## src/rtl/chronologic.sv

```systemverilog
// chronologic: clocked zero-or-one-hot checker with pass/fail pulses, counters and popcount
// Ports: clk, rst (sync, active-high), en (check enable), vec (checked vector),
//   clr (sync clear), pass/fail (1-cycle result pulses), err_sticky (any fail seen),
//   pass_cnt/fail_cnt (saturating counts), ones (registered popcount of vec).
// Optional macro CHRONOLOGIC_FAIL_CAPTURE_EN adds a free-running cycle counter and
//   first_fail_vec/first_fail_cyc/first_fail_vld capture of the first fail after rst/clr.
module chronologic #(
    parameter int WIDTH = 5,
    parameter int CNT_W = 16
) (
    input  logic                       clk,
    input  logic                       rst,
    input  logic                       en,
    input  logic [WIDTH-1:0]           vec,
    input  logic                       clr,
    output logic                       pass,
    output logic                       fail,
    output logic                       err_sticky,
    output logic [CNT_W-1:0]           pass_cnt,
    output logic [CNT_W-1:0]           fail_cnt,
`ifdef CHRONOLOGIC_FAIL_CAPTURE_EN
    output logic [WIDTH-1:0]           first_fail_vec,
    output logic [CNT_W-1:0]           first_fail_cyc,
    output logic                       first_fail_vld,
`endif
    output logic [$clog2(WIDTH+1)-1:0] ones
);
    localparam int OW = $clog2(WIDTH+1);
    logic [OW-1:0] cnt;
    logic ok;
    always_comb begin
        cnt = '0;
        for (int i = 0; i < WIDTH; i++)
            cnt = cnt + OW'(vec[i]);
        ok = cnt <= OW'(1);
    end
`ifdef CHRONOLOGIC_FAIL_CAPTURE_EN
    logic [CNT_W-1:0] cyc;
`endif
    always_ff @(posedge clk) begin
        if (rst) begin
            pass       <= 1'b0;
            fail       <= 1'b0;
            err_sticky <= 1'b0;
            pass_cnt   <= '0;
            fail_cnt   <= '0;
            ones       <= '0;
`ifdef CHRONOLOGIC_FAIL_CAPTURE_EN
            cyc            <= '0;
            first_fail_vec <= '0;
            first_fail_cyc <= '0;
            first_fail_vld <= 1'b0;
`endif
        end else begin
            ones <= cnt;
`ifdef CHRONOLOGIC_FAIL_CAPTURE_EN
            cyc <= cyc + CNT_W'(1);
`endif
            if (clr) begin
                pass       <= 1'b0;
                fail       <= 1'b0;
                err_sticky <= 1'b0;
                pass_cnt   <= '0;
                fail_cnt   <= '0;
`ifdef CHRONOLOGIC_FAIL_CAPTURE_EN
                first_fail_vec <= '0;
                first_fail_cyc <= '0;
                first_fail_vld <= 1'b0;
`endif
            end else begin
                pass <= en && ok;
                fail <= en && !ok;
                if (en && ok && pass_cnt != '1)
                    pass_cnt <= pass_cnt + CNT_W'(1);
                if (en && !ok) begin
                    err_sticky <= 1'b1;
                    if (fail_cnt != '1)
                        fail_cnt <= fail_cnt + CNT_W'(1);
`ifdef CHRONOLOGIC_FAIL_CAPTURE_EN
                    // cyc still holds the value of this sampling edge
                    if (!first_fail_vld) begin
                        first_fail_vec <= vec;
                        first_fail_cyc <= cyc;
                        first_fail_vld <= 1'b1;
                    end
`endif
                end
            end
        end
    end
endmodule

```

## config.mk

```make
export PLATFORM = sky130hd
export DESIGN_NAME = chronologic
export DESIGN_NICKNAME = d
export VERILOG_FILES = /design/src/rtl/chronologic.sv
export SDC_FILE = /design/constraint.sdc
export NUM_CORES = 1
export LEC_CHECK = 0
export ABC_AREA = 1
export ABC_CLOCK_PERIOD_IN_PS = 3300
export CORE_ASPECT_RATIO = 1.2
export CORE_MARGIN = 2
export CORE_UTILIZATION = 45
export DETAILED_ROUTE_END_ITERATION = 10
export PLACE_DENSITY_LB_ADDON = 0.1
export SETUP_SLACK_MARGIN = 0.02
export SYNTH_ARGS = -nofsm -noshare
export SYNTH_HDL_FRONTEND = slang
export SYNTH_SLANG_ARGS = --single-unit
export TNS_END_PERCENT = 30
```

## constraint.sdc

```tcl
create_clock -name clk -period 3.3 [get_ports clk]
set_input_delay 0.495 -clock clk [delete_from_list [all_inputs] [get_ports clk]]
set_output_delay 0.495 -clock clk [all_outputs]
set_load 0.1 [all_outputs]
```

==> impl_metrics.py, run 1 <==
metrics = {
    "cts": {
        "root_buffer": "clkbuf_8",
        "clockBufferDepth": 2,
        "cts_made_buffers": 5,
        "clkLatencyLatePin_ns": 0.29,
        "ctsHoldBuffers": 0,
        "cts.htree.levels": 2,
        "clk_pin_slew_ns": 0.08,
        "postCtsResizedCells": 0,
        "postCtsSetupBuffers": 0,
        "cts_tree": "yes",
        "cts.sinks": 38,
    },
    "critical_path": {
        "path_cells": "clkdlybuf4s50_1 > fa_1 > inv_1 > fa_1 > ha_1 > inv_1 > nand2_1 > nor2_1 > nand3_1 > nor2_1 > nand3_1 > nand2_1 > nor2_1",
        "slowest_delay_ns": 0.54,
        "worstPathMaxFanout": 7,
        "critical-path-top-delay-family": "adder cells",
        "crit_arrival_ns": 3.02,
        "critPathBufInv": 3,
        "required_ns": 3.49,
        "slowest_stage": "fa_1",
        "critPathLaunchType": "primary input",
        "crit_top_cell": "nor2_1",
        "worstSetupEndpointType": "flip-flop",
        "critical_path_class": "in -> reg",
    },
    "synth": {
        "syn_nets": 343,
        "synth-async-reset-ratio": 0,
        "synth_area_um2": 2120,
        "netlist.area_leader.share": 0.359,
        "ys_types": 26,
        "synth_edf_count": 0,
        "ys_top_cells_by_area": "dfxtp_1, nor2_1, nand2_1, nand3_1, a21oi_1",
        "synth_area_per_cell_um2": 6.45,
        "yosysSeqAreaShare": 0.359,
        "yosysTopAreaCell": "dfxtp_1",
        "netlist_instances": 328,
        "ys.flop_type": "dfxtp_1",
        "synth_seq_cells": 38,
        "ys_warn_count": 0,
    },
    "sta": {
        "hold_viol": 0,
        "relSlewSlack": 0.344,
        "setup_tns_ns": 0,
        "fin_worst_skew_ns": 0.00742,
        "fin_ws_ns": 0.473,
        "min_period_ns": 2.83,
        "worstMarginPinSlew_ns": 0.981,
        "maxSlewViolCount": 0,
        "max_freq_ghz": 0.354,
        "grt_setup_unrepaired": "no",
        "fin_crit_sh": 0.857,
        "setup_viol": 0,
    },
    "routing": {
        "drt_iter0_drc": 91,
        "vias": 2137,
        "wl_per_cell_um": 11.0,
        "viasPerCell": 4.90,
        "dr.pass1.iters": 5,
        "wl_um": 4790,
        "drc": 0,
        "ant_nets": 0,
    },
    "layout": {
        "nNetsFinal": 392,
        "fin_area_um2": 2710,
        "final_common_cell": "nor2_1",
        "layout_common_cells": "nor2_1, nand2_1, dfxtp_1, clkdlybuf4s50_1, nand3_1",
        "syn_to_final_growth_pct": 28.1,
        "drive_above_1_share": 0.0952,
        "final_util": 0.595,
        "n_antenna_cell": 0,
    },
    "placement": {
        "placed_area_um2": 2620,
        "io_buffers": 46,
        "gp_congestion": 0.886,
        "post-place-ws_ns": 0.158,
        "dpl.hpwl_um": 3690,
    },
    "global_route": {
        "grt_antenna_before_repair": 0,
        "grt_use_met3": 0.0453,
        "grt_overflow": 0,
        "grt_pass1_vias": 1954,
        "top_usage_layer": "met2",
        "grtUsageMet2": 0.350,
        "grt_max_degree": 25,
        "grt_usage": 0.203,
        "grt_pass1_wl_um": 8390,
        "gr-usage-met1": 0.232,
    },
    "min_path": {
        "worstHoldPathType": "reg -> reg",
    },
    "power": {
        "max-vdd-ir-drop_v": 0.000227,
        "cellLeakagePower_nw": 1.02,
        "p_per_area_nw_per_um2": 353,
    },
    "floorplanning": {
        "die_y_um": 79.1,
        "start_util": 0.464,
        "die_area_um2": 5270,
        "ios": 47,
        "rows": 27,
        "core-area_um2": 4560,
        "die_x_um": 66.6,
    },
    "status": {
        "status": "completed",
    },
    "run": {
        "maxCapViolations": 0,
    },
}
-- kinds of logic after synthesis --
| kind of cell | synth area share |
|---|---|
| adders and majority gates | 0.0426 |
| DFF | 0.359 |
| buffers and inverters | 0.0745 |
| and+or+nand+nor | 0.456 |
| AOI/OAI and AO/OA | 0.0591 |
| xor gates and xnor gates | 0.00828 |
-- cells in the mapped netlist (2+ instances only) --
cell / count
nor2_1: 84
nand2_1: 80
dfxtp_1: 38
nand3_1: 32
inv_1: 29
a21oi_1: 23
ha_1: 4
nand4_1: 4
nor2_2: 4
nor3_1: 4
nand2_2: 3
nor2_4: 3
buf_2: 2
buf_6: 2
clkbuf_1: 2
fa_1: 2
nand3_2: 2
o21ai_0: 2
-- routing by layer --
metal	part of all wire	vias to the layer above	routed length, µm
met1	0.43	957	2050
met4	0.027	0	129
li1	-	1130	-
met3	0.036	10	174
met5	0	-	0
met2	0.51	40	2430
-- sequential cells by signal, indices dropped and copies added (netlist names) --
signal and count:
ones 3, pass_cnt 16, fail_cnt 16, err_sticky 1, fail 1, pass 1
-- worst reg2reg max path: cells and delay by family, from the launching register on --
| family | cells | cell delay (ns) |
|---|---|---|
| flops | 1 | 0.40 |
| compound gates | 1 | 0.31 |
| fa+ha+maj | 1 | 0.17 |
| buf+inv | 1 | 0.07 |
| simple gates | 3 | 0.72 |
-- area by class of cell --
class,count,area (µm²)
clock buffers,7,86.3
fillers,476,1850
multi-input cells,253,1200
repair buffers,48,468
clock inverters,1,5.00
flip-flops and latches,38,761
inverters,31,118
well taps,58,72.6
-- metrics by stage --
stage                     hold WS (ns)  std cells  total power, mW
after CTS                        0.496        436            0.974
after global routing             0.531        436             1.00
after detailed placement         0.477        428            0.636
after floorplan                  0.562        328            0.592
after global placement           0.475        428            0.634
final                            0.500        436            0.958
-- worst paths after layout --
check	from	to	slack, ns	cells after the start
min	err_sticky	err_sticky	0.50	2
max	vec[0]	fail_cnt[14]	0.47	13
min reg2reg	err_sticky	err_sticky	0.50	2
max reg2reg	fail_cnt[0]	fail_cnt[15]	1.53	6
-- report_power, final --
part           total (mW)  switching (mW)  leakage (nW)  internal, mW
clock               0.335           0.166        0.0482         0.169
combinational       0.151           0.108         0.667        0.0432
sequential          0.472         0.00528         0.307         0.467
total               0.958           0.279          1.02         0.679
(Power assumes the default switching activity.)
==> run 2: changes to the inputs <==
--- a/config.mk
+++ b/config.mk
@@ -6,7 +6,7 @@
 export NUM_CORES = 1
 export LEC_CHECK = 0
 export ABC_AREA = 1
-export ABC_CLOCK_PERIOD_IN_PS = 3300
+export ABC_CLOCK_PERIOD_IN_PS = 3350
 export CORE_ASPECT_RATIO = 1.2
 export CORE_MARGIN = 2
 export CORE_UTILIZATION = 45
==> constraint.sdc (replaced) <==
create_clock -name clk -period 3.35 [get_ports clk]
set_input_delay 0.5025 -clock clk [delete_from_list [all_inputs] [get_ports clk]]
set_output_delay 0.5025 -clock clk [all_outputs]
set_load 0.1 [all_outputs]
==> impl_metrics.py, run 2 (synthesis results as in run 1) <==
metrics = {
    "layout": {
        "fillers": 450,
        "fin_area_um2": 2720,
        "drive_above_1_share": 0.0767,
        "multi_input_area_um2": 1200,
        "nNetsFinal": 392,
        "syn_to_final_growth_pct": 28.3,
        "seq_area_um2": 761,
        "layout_common_cells": "nor2_1, nand2_1, clkdlybuf4s50_1, dfxtp_1, nand3_1",
        "n_antenna_cell": 0,
        "final_common_cell": "nor2_1",
        "largestRegisters": "fail_cnt: 16 flops, pass_cnt: 16 flops, ones: 3 flops",
    },
    "critical_path": {
        "critical-path-top-delay-family": "adder cells",
        "critPathLaunchType": "primary input",
        "slowest_delay_ns": 0.54,
        "path_cells": "clkdlybuf4s50_1 > fa_1 > inv_1 > fa_1 > ha_1 > inv_1 > nand2_1 > nor2_1 > nand2_1 > nor2_1 > nand3_1 > nand2_1 > nor2_1",
        "worstPathMaxFanout": 7,
        "startpoint": "vec[0]",
        "slowest_stage": "fa_1",
        "worstSetupEndpointType": "flip-flop",
        "critPathBufInv": 3,
        "crit_arrival_ns": 3.08,
        "required_ns": 3.53,
        "r2r-start": "fail_cnt[0]",
        "critical_path_class": "in -> reg",
    },
    "power": {
        "cellLeakagePower_nw": 1.00,
        "p_sw_frac": 0.290,
        "seqPwrFrac": 0.495,
        "pwr-share-clk": 0.347,
        "comb_power_share": 0.158,
        "max-vdd-ir-drop_v": 0.000218,
        "p_per_area_nw_per_um2": 346,
        "p_switching_uw": 273,
        "intPower_uw": 668,
    },
    "cts": {
        "cts.htree.levels": 2,
        "postCtsResizedCells": 0,
        "ctsHoldBuffers": 0,
        "clockBufferDepth": 2,
        "cts_tree": "yes",
        "postCtsSetupBuffers": 0,
        "root_buffer": "clkbuf_8",
        "cts_made_buffers": 5,
        "clkLatencyLatePin_ns": 0.29,
        "cts.sinks": 38,
        "clk_pin_slew_ns": 0.07,
    },
    "global_route": {
        "grt_pass1_wl_um": 8470,
        "grt_usage": 0.207,
        "grt_overflow": 0,
        "grt_max_degree": 33,
        "grtUsageMet2": 0.377,
        "grt_pass1_vias": 1939,
        "grt_antenna_before_repair": 0,
        "top_usage_layer": "met2",
        "grt_use_met3": 0.0496,
        "gr-usage-met1": 0.234,
    },
    "floorplanning": {
        "die_x_um": 66.6,
        "core-area_um2": 4560,
        "rows": 27,
        "ios": 47,
        "die_y_um": 79.1,
        "die_area_um2": 5270,
        "start_util": 0.464,
    },
    "placement": {
        "gp_congestion": 0.911,
        "io_buffers": 46,
        "placed_area_um2": 2630,
        "dpl.hpwl_um": 3600,
    },
    "sta": {
        "grt_setup_unrepaired": "no",
        "relSlewSlack": 0.343,
        "setup_viol": 0,
        "worstMarginPinSlew_ns": 0.983,
        "maxSlewViolCount": 0,
        "hold_viol": 0,
        "setup_tns_ns": 0,
        "max_freq_ghz": 0.345,
        "min_period_ns": 2.90,
        "fin_crit_sh": 0.865,
        "whs_ns": 0.502,
        "fin_worst_skew_ns": 0.0125,
    },
    "routing": {
        "wl_per_cell_um": 11.3,
        "vias": 2142,
        "ant_nets": 0,
        "viasPerCell": 4.91,
        "wl_um": 4920,
        "dr.pass1.iters": 4,
        "drt_iter0_drc": 104,
        "drc": 0,
    },
    "min_path": {
        "worstHoldStart": "err_sticky",
        "worstHoldPathType": "reg -> reg",
    },
    "run": {
        "maxCapViolations": 0,
    },
    "status": {
        "status": "completed",
    },
}
[run 2: cell count changes in the layout (fill, tap and decap cells not counted)]
cell / delta
clkdlybuf4s50_1: +7
buf_4: -6
buf_12: -1
[run 2: power by group through the flow]
| stage | Sequential [mW] | Clock (mW) | Combinational (mW) |
|---|---|---|---|
| after floorplan | 0.539 | 0 | 0.0442 |
| after global routing | 0.467 | 0.358 | 0.162 |
| after global placement | 0.476 | 0 | 0.147 |
| final | 0.466 | 0.326 | 0.149 |
| after CTS | 0.465 | 0.338 | 0.150 |
| after detailed placement | 0.476 | 0 | 0.148 |
[run 2: worst paths after layout]
kind / end / slack [ns] / cells after the start
setup reg to reg: fail_cnt[11] / 1.57 / 6
setup / recovery: fail_cnt[8] / 0.45 / 13
hold reg to reg: err_sticky / 0.50 / 2
hold / removal: err_sticky / 0.50 / 2
[run 2: area by class of cell]
type                       count  share of cell area
clock buffer                   7              0.0318
inverter                      31              0.0433
clock inverter                 1             0.00184
timing repair buffer          48               0.174
tap                           58              0.0267
sequential                    38               0.280
multi-input combinational    253               0.442
[run 2: per-layer routing]
layer | vias to the layer above | part of all wire
li1 | 1133 | -
met1 | 968 | 0.43
met4 | 0 | 0.0055
met3 | 2 | 0.036
met2 | 39 | 0.53
met5 | - | 0
[run 2: per-stage QoR]
stage               setup WS, ns   util  std cells  total power [mW]
floorplan                  0.826      -        328             0.584
global placement           0.269  0.576        428             0.623
detailed placement         0.200  0.576        428             0.624
CTS                        0.426  0.596        436             0.954
global route               0.242  0.596        436             0.987
finish                     0.451  0.596        436             0.940
[run 2: worst reg2reg max path: cells and delay by family (launching register included)]
| kind | cells | cell delay (ns) |
|---|---|---|
| buf+inv | 1 | 0.07 |
| simple gates | 3 | 0.73 |
| compound gates | 1 | 0.30 |
| flops | 1 | 0.41 |
| fa+ha+maj | 1 | 0.17 |
==> run 3: changes to the inputs <==
--- a/config.mk
+++ b/config.mk
@@ -9,7 +9,7 @@
 export ABC_CLOCK_PERIOD_IN_PS = 3350
 export CORE_ASPECT_RATIO = 1.2
 export CORE_MARGIN = 2
-export CORE_UTILIZATION = 45
+export CORE_UTILIZATION = 52
 export DETAILED_ROUTE_END_ITERATION = 10
 export PLACE_DENSITY_LB_ADDON = 0.1
 export SETUP_SLACK_MARGIN = 0.02
==> impl_metrics.py, run 3 (synthesis results as in run 1) <==
metrics = {
    "status": {
        "status": "completed",
    },
    "floorplanning": {
        "die_y_um": 73.9,
        "die_x_um": 62.2,
        "core-area_um2": 3910,
        "rows": 25,
        "start_util": 0.541,
        "die_area_um2": 4600,
        "ios": 47,
    },
    "global_route": {
        "grt_overflow": 0,
        "grt_pass1_vias": 1939,
        "grt_pass1_wl_um": 8250,
        "grt_usage": 0.226,
        "grt_antenna_before_repair": 0,
        "grt_max_degree": 25,
    },
    "layout": {
        "final_common_cell": "nor2_1",
        "largestRegisters": "fail_cnt: 16 flops, pass_cnt: 16 flops, ones: 3 flops",
        "nNetsFinal": 393,
        "drive_above_1_share": 0.0792,
        "final_util": 0.708,
        "layout_common_cells": "nor2_1, nand2_1, clkdlybuf4s50_1, dfxtp_1, nand3_1",
        "n_antenna_cell": 0,
        "syn_to_final_growth_pct": 30.7,
        "fin_area_um2": 2770,
    },
    "min_path": {
        "worstHoldPathType": "reg -> reg",
        "worstHoldStart": "err_sticky",
    },
    "sta": {
        "fin_worst_skew_ns": 0.00589,
        "fin_crit_sh": 0.852,
        "worstMarginPinSlew_ns": 0.984,
        "grt_setup_unrepaired": "no",
        "setup_tns_ns": 0,
        "setup_viol": 0,
        "hold_viol": 0,
        "max_freq_ghz": 0.350,
        "min_period_ns": 2.85,
        "relSlewSlack": 0.342,
        "maxSlewViolCount": 0,
    },
    "cts": {
        "cts_tree": "yes",
        "root_buffer": "clkbuf_8",
        "ctsHoldBuffers": 0,
        "cts.sinks": 38,
        "clockBufferDepth": 2,
        "cts_made_buffers": 5,
        "clkLatencyLatePin_ns": 0.29,
        "cts.htree.levels": 2,
        "clk_pin_slew_ns": 0.08,
        "postCtsResizedCells": 0,
        "postCtsSetupBuffers": 0,
    },
    "critical_path": {
        "startpoint": "vec[0]",
        "critPathBufInv": 3,
        "critPathLaunchType": "primary input",
        "slowest_stage": "fa_1",
        "worstSetupEndpointType": "flip-flop",
        "worstPathMaxFanout": 7,
        "required_ns": 3.54,
        "crit_arrival_ns": 3.04,
        "r2r-start": "fail_cnt[0]",
        "critical-path-top-delay-family": "adder cells",
        "path_cells": "clkdlybuf4s50_1 > fa_1 > inv_1 > fa_1 > ha_1 > inv_1 > nand2_1 > nor2_1 > nand2_1 > nor2_1 > nand3_1 > nand2_1 > nor2_1",
        "slowest_delay_ns": 0.54,
        "critical_path_class": "in -> reg",
    },
    "routing": {
        "dr_wl_met2_um": 2650,
        "drt_iter0_drc": 63,
        "wl_per_cell_um": 11.6,
        "dr.pass1.iters": 4,
        "wl_met1_um": 2060,
        "viasPerCell": 5.00,
        "drc": 0,
        "ant_nets": 0,
        "route.met3.wl_um": 185,
        "wl_um": 5020,
        "vias": 2164,
        "top_layer": "met4",
    },
    "run": {
        "maxCapViolations": 0,
    },
    "placement": {
        "dpl.hpwl_um": 3820,
        "gp_congestion": 0.891,
        "placed_area_um2": 2630,
        "io_buffers": 46,
    },
    "power": {
        "cellLeakagePower_nw": 1.03,
        "p_per_area_nw_per_um2": 391,
        "power_mw": 1.08,
        "max-vdd-ir-drop_v": 0.000288,
    },
}
## run 3: cell count changes in the layout (fill, tap and decap cells not counted)
cell and change:
clkbuf_8 -1, clkdlybuf4s50_1 +1, clkinv_2 -1, clkinv_4 +1, bufinv_16 +2, clkbuf_1 -1
## run 3: per-layer routing
metal  vias up  GRT usage
li1       1138          -
met1       973      0.217
met2        42      0.466
met3        11     0.0429
met4         0      0.104
met5         -          0
## run 3: worst reg2reg max path: stages, from the launching register on
cell     delay (ns)
dfxtp_1        0.39
ha_1           0.16
inv_1          0.07
nor2_1         0.17
nand4_2        0.50
a21oi_1        0.31
nor2_1         0.07
## run 3: final timing paths
| path | to | slack (ns) | cells after the start |
|---|---|---|---|
| min | err_sticky | 0.49 | 2 |
| min reg2reg | err_sticky | 0.49 | 2 |
| max | fail_cnt[8] | 0.50 | 13 |
| max reg2reg | fail_cnt[14] | 1.58 | 6 |
## run 3: final cells by class
cell class / instances / area (µm²)
inverters: 31 / 118
multi-input cells: 253 / 1200
clock inverters: 3 / 68.8
clock buffers: 5 / 68.8
well taps: 54 / 67.6
repair buffers: 49 / 483
flip-flops and latches: 38 / 761
fillers: 354 / 1140
## run 3: power breakdown
part	internal (mW)	switching (mW)
Clock	0.298	0.168
Combinational	0.0425	0.107
Sequential	0.460	0.00508
Total	0.801	0.281
## run 3: metrics by stage
step,std cells,hold slack (ns),setup slack (ns)
3_5_place_dp,425,0.477,0.189
4_1_cts,433,0.497,0.502
5_1_grt,433,0.513,0.295
6_report,433,0.492,0.495
2_1_floorplan,328,0.569,0.826
3_3_place_gp,425,0.477,0.303
==> patch, RTL diff (settings of run 1) <==
Add a define of `CHRONOLOGIC_FAIL_CAPTURE_EN`.
--- a/src/rtl/chronologic.sv
+++ b/src/rtl/chronologic.sv
@@ -4,6 +4,8 @@
 //   pass_cnt/fail_cnt (saturating counts), ones (registered popcount of vec).
 // Optional macro CHRONOLOGIC_FAIL_CAPTURE_EN adds a free-running cycle counter and
 //   first_fail_vec/first_fail_cyc/first_fail_vld capture of the first fail after rst/clr.
+`define CHRONOLOGIC_FAIL_CAPTURE_EN
+
 module chronologic #(
     parameter int WIDTH = 5,
     parameter int CNT_W = 16
Check against the original RTL (old outputs only; new: first_fail_cyc, first_fail_vec and first_fail_vld): equivalent (Yosys induction, for registers that start in step).
==> patch against run 1 <==
  * Critical path depth up 1
  * Utilization shrank 2.0 points
  * Sequential power is 96% higher
  * Synthesized cell count grew 62%
  * Wire length increased by 84%
  * Synthesized area grew 74%
  * First-iteration DRC count up 120%
  * Largest cell class unchanged
  * Count of clock-buffer cells in the layout up 3
  * Design area rose by 71%
  * Global-route usage increased by 0.23 points
  * Sequential cell count increased by 37
  * Power up 97%
  * Setup slack gained 0.026 ns
==> patch: results (changes against run 1) <==
<table>
<tr><th>Metric</th><th>Value</th></tr>
<tr><th colspan="2">Critical path</th></tr>
<tr><td>Worst Path Arrival</td><td>3.04 ns (+0.02 ns)</td></tr>
<tr><td>Register-to-register setup slack</td><td>1.68 ns (+0.15 ns)</td></tr>
<tr><td>FF-to-FF Start</td><td>pass_cnt[0]</td></tr>
<tr><td>FF-to-FF End</td><td>pass_cnt[14]</td></tr>
<tr><td>Worst Reg2Reg Path Length in Cells</td><td>8 (+2)</td></tr>
<tr><th colspan="2">Layout</th></tr>
<tr><td>Number of nets in the layout</td><td>618 (+58%)</td></tr>
<tr><td>Share of layout cells above drive strength 1</td><td>10.4% (+0.86 points)</td></tr>
<tr><th colspan="2">Hold path</th></tr>
<tr><td>Capture endpoint of the worst hold path</td><td>first_fail_cyc[9]</td></tr>
<tr><td>Hold Crit Start</td><td>first_fail_cyc[9]</td></tr>
<tr><th colspan="2">Placement</th></tr>
<tr><td>Sum of net half-perimeters after detailed placement</td><td>6480 microns (+76%)</td></tr>
<tr><td>Cell area reported after detailed placement</td><td>4420 sq um (+69%)</td></tr>
<tr><td>Final estimated routing congestion in global placement</td><td>0.855 (-3.4%)</td></tr>
<tr><th colspan="2">Global routing</th></tr>
<tr><td>Overall routing resource usage</td><td>20.5% (+0.23 points)</td></tr>
<tr><td>Pin count of the biggest net entering global routing</td><td>32 (+28%)</td></tr>
<tr><td>Number of global-route vias before repair</td><td>3,273 (+68%)</td></tr>
<tr><th colspan="2">Clock tree</th></tr>
<tr><td>Number of levels the H-tree was split into</td><td>3 (+1)</td></tr>
<tr><td>Number of buffers added by the clock tree synthesis step</td><td>9 (+4)</td></tr>
<tr><th colspan="2">Timing</th></tr>
<tr><td>Clock Skews</td><td>0.0108 ns (+0.00342 ns)</td></tr>
<tr><td>Max-Slew Margin vs Limit</td><td>33.1% (-1.3 points)</td></tr>
<tr><th colspan="2">Synth</th></tr>
<tr><td>Number of distinct library cells after synthesis</td><td>31 (+19%)</td></tr>
<tr><td>Net count after synthesis</td><td>548 (+60%)</td></tr>
<tr><td>Sequential fraction of the synthesis area</td><td>40.7% (+4.7 points)</td></tr>
<tr><td>Largest cells by area after synthesis</td><td>sky130_fd_sc_hd__dfxtp_1, sky130_fd_sc_hd__nand2_1, sky130_fd_sc_hd__nor2_1</td></tr>
<tr><td>Leading post-synthesis cells by instance count</td><td>sky130_fd_sc_hd__nand2_1, sky130_fd_sc_hd__nor2_1, sky130_fd_sc_hd__dfxtp_1</td></tr>
<tr><th colspan="2">Drt</th></tr>
<tr><td>Vias per Instance</td><td>5.06 (+3.3%)</td></tr>
<tr><td>Drt first-iter violations</td><td>196 (+120%)</td></tr>
<tr><td>Total wirelength of the detailed-routed design</td><td>8820 microns (+84%)</td></tr>
<tr><th colspan="2">Status</th></tr>
<tr><td>Result of the run</td><td>completed</td></tr>
<tr><th colspan="2">Pwr</th></tr>
<tr><td>IR Drop Worst-Case VDD</td><td>0.253 mV (+12%)</td></tr>
<tr><td>Static Leakage</td><td>1.70 nW (+66%)</td></tr>
</table>
## patch: cell count changes in the layout (fill, tap and decap cells not counted), moves of 18 or more
cell	change
sky130_fd_sc_hd__nand2_1	+30
sky130_fd_sc_hd__nand3_1	+18
sky130_fd_sc_hd__dfxtp_1	+37
sky130_fd_sc_hd__a21oi_1	+22
sky130_fd_sc_hd__nor2_1	+21
sky130_fd_sc_hd__inv_1	+23
## patch: cell families after synthesis
logic type / after synthesis / synth area share, %
DFF: 75 / 40.7
xor gates and xnor gates: 3 / 0.712
AOI/OAI and AO/OA: 59 / 8.20
buffers and inverters: 69 / 7.90
and+or+nand+nor: 319 / 39.7
adders and majority gates: 7 / 2.78
## patch: how the worst max path moves through the flow
| stage | start | end | cells past startpoint |
|---|---|---|---|
| CTS | vec[0] | fail_cnt[6] | 14 |
| floorplan | vec[0] | fail_cnt[8] | 11 |
| global placement | vec[0] | fail_cnt[6] | 14 |
| detailed placement | vec[0] | fail_cnt[6] | 14 |
| finish | vec[0] | fail_cnt[6] | 14 |
| global route | vec[0] | fail_cnt[10] | 15 |
## patch: metal layers
metal | share of wire, % | vias to the layer above | track usage, %
li1 | - | 1854 | -
met1 | 45 | 1607 | 25.3
met2 | 49 | 81 | 35.3
met3 | 4.4 | 11 | 4.76
met4 | 1.3 | 0 | 6.85
met5 | 0 | - | 0
## patch: power breakdown
group / switching (mW) / total [mW] / internal [mW]
clock: 0.369 / 0.745 / 0.376
combinational: 0.157 / 0.213 / 0.0562
sequential: 0.00874 / 0.927 / 0.918
total: 0.535 / 1.89 / 1.35
## patch: cell type report
class                   count  area, sq um
fillers                   788         3430
multi-input cells         388         1900
flip-flops and latches     75         1500
repair buffers             75          701
inverters                  53          199
clock buffers              10          138
well taps                  95          119
clock inverters             6         71.3
## patch: critical path, cell delays in order
cell	delay [ns]
sky130_fd_sc_hd__clkdlybuf4s50_1	0.45
sky130_fd_sc_hd__fa_1	0.55
sky130_fd_sc_hd__inv_1	0.05
sky130_fd_sc_hd__fa_1	0.38
sky130_fd_sc_hd__ha_1	0.22
sky130_fd_sc_hd__inv_1	0.06
sky130_fd_sc_hd__nand2_1	0.08
sky130_fd_sc_hd__buf_4	0.19
sky130_fd_sc_hd__nor3_1	0.25
sky130_fd_sc_hd__inv_1	0.09
sky130_fd_sc_hd__nor2_2	0.10
sky130_fd_sc_hd__nand2_1	0.05
sky130_fd_sc_hd__nand2_1	0.05
sky130_fd_sc_hd__nor2_1	0.04
## patch: stage by stage
step	util (%)	power, mW	std cells	worst slack [ns]
floorplan	-	1.10	532	0.755
global placement	54.8	1.16	686	0.158
detailed placement	54.8	1.16	686	0.110
CTS	57.4	1.90	702	0.480
global route	57.4	1.96	702	0.312
finish	57.4	1.89	702	0.499
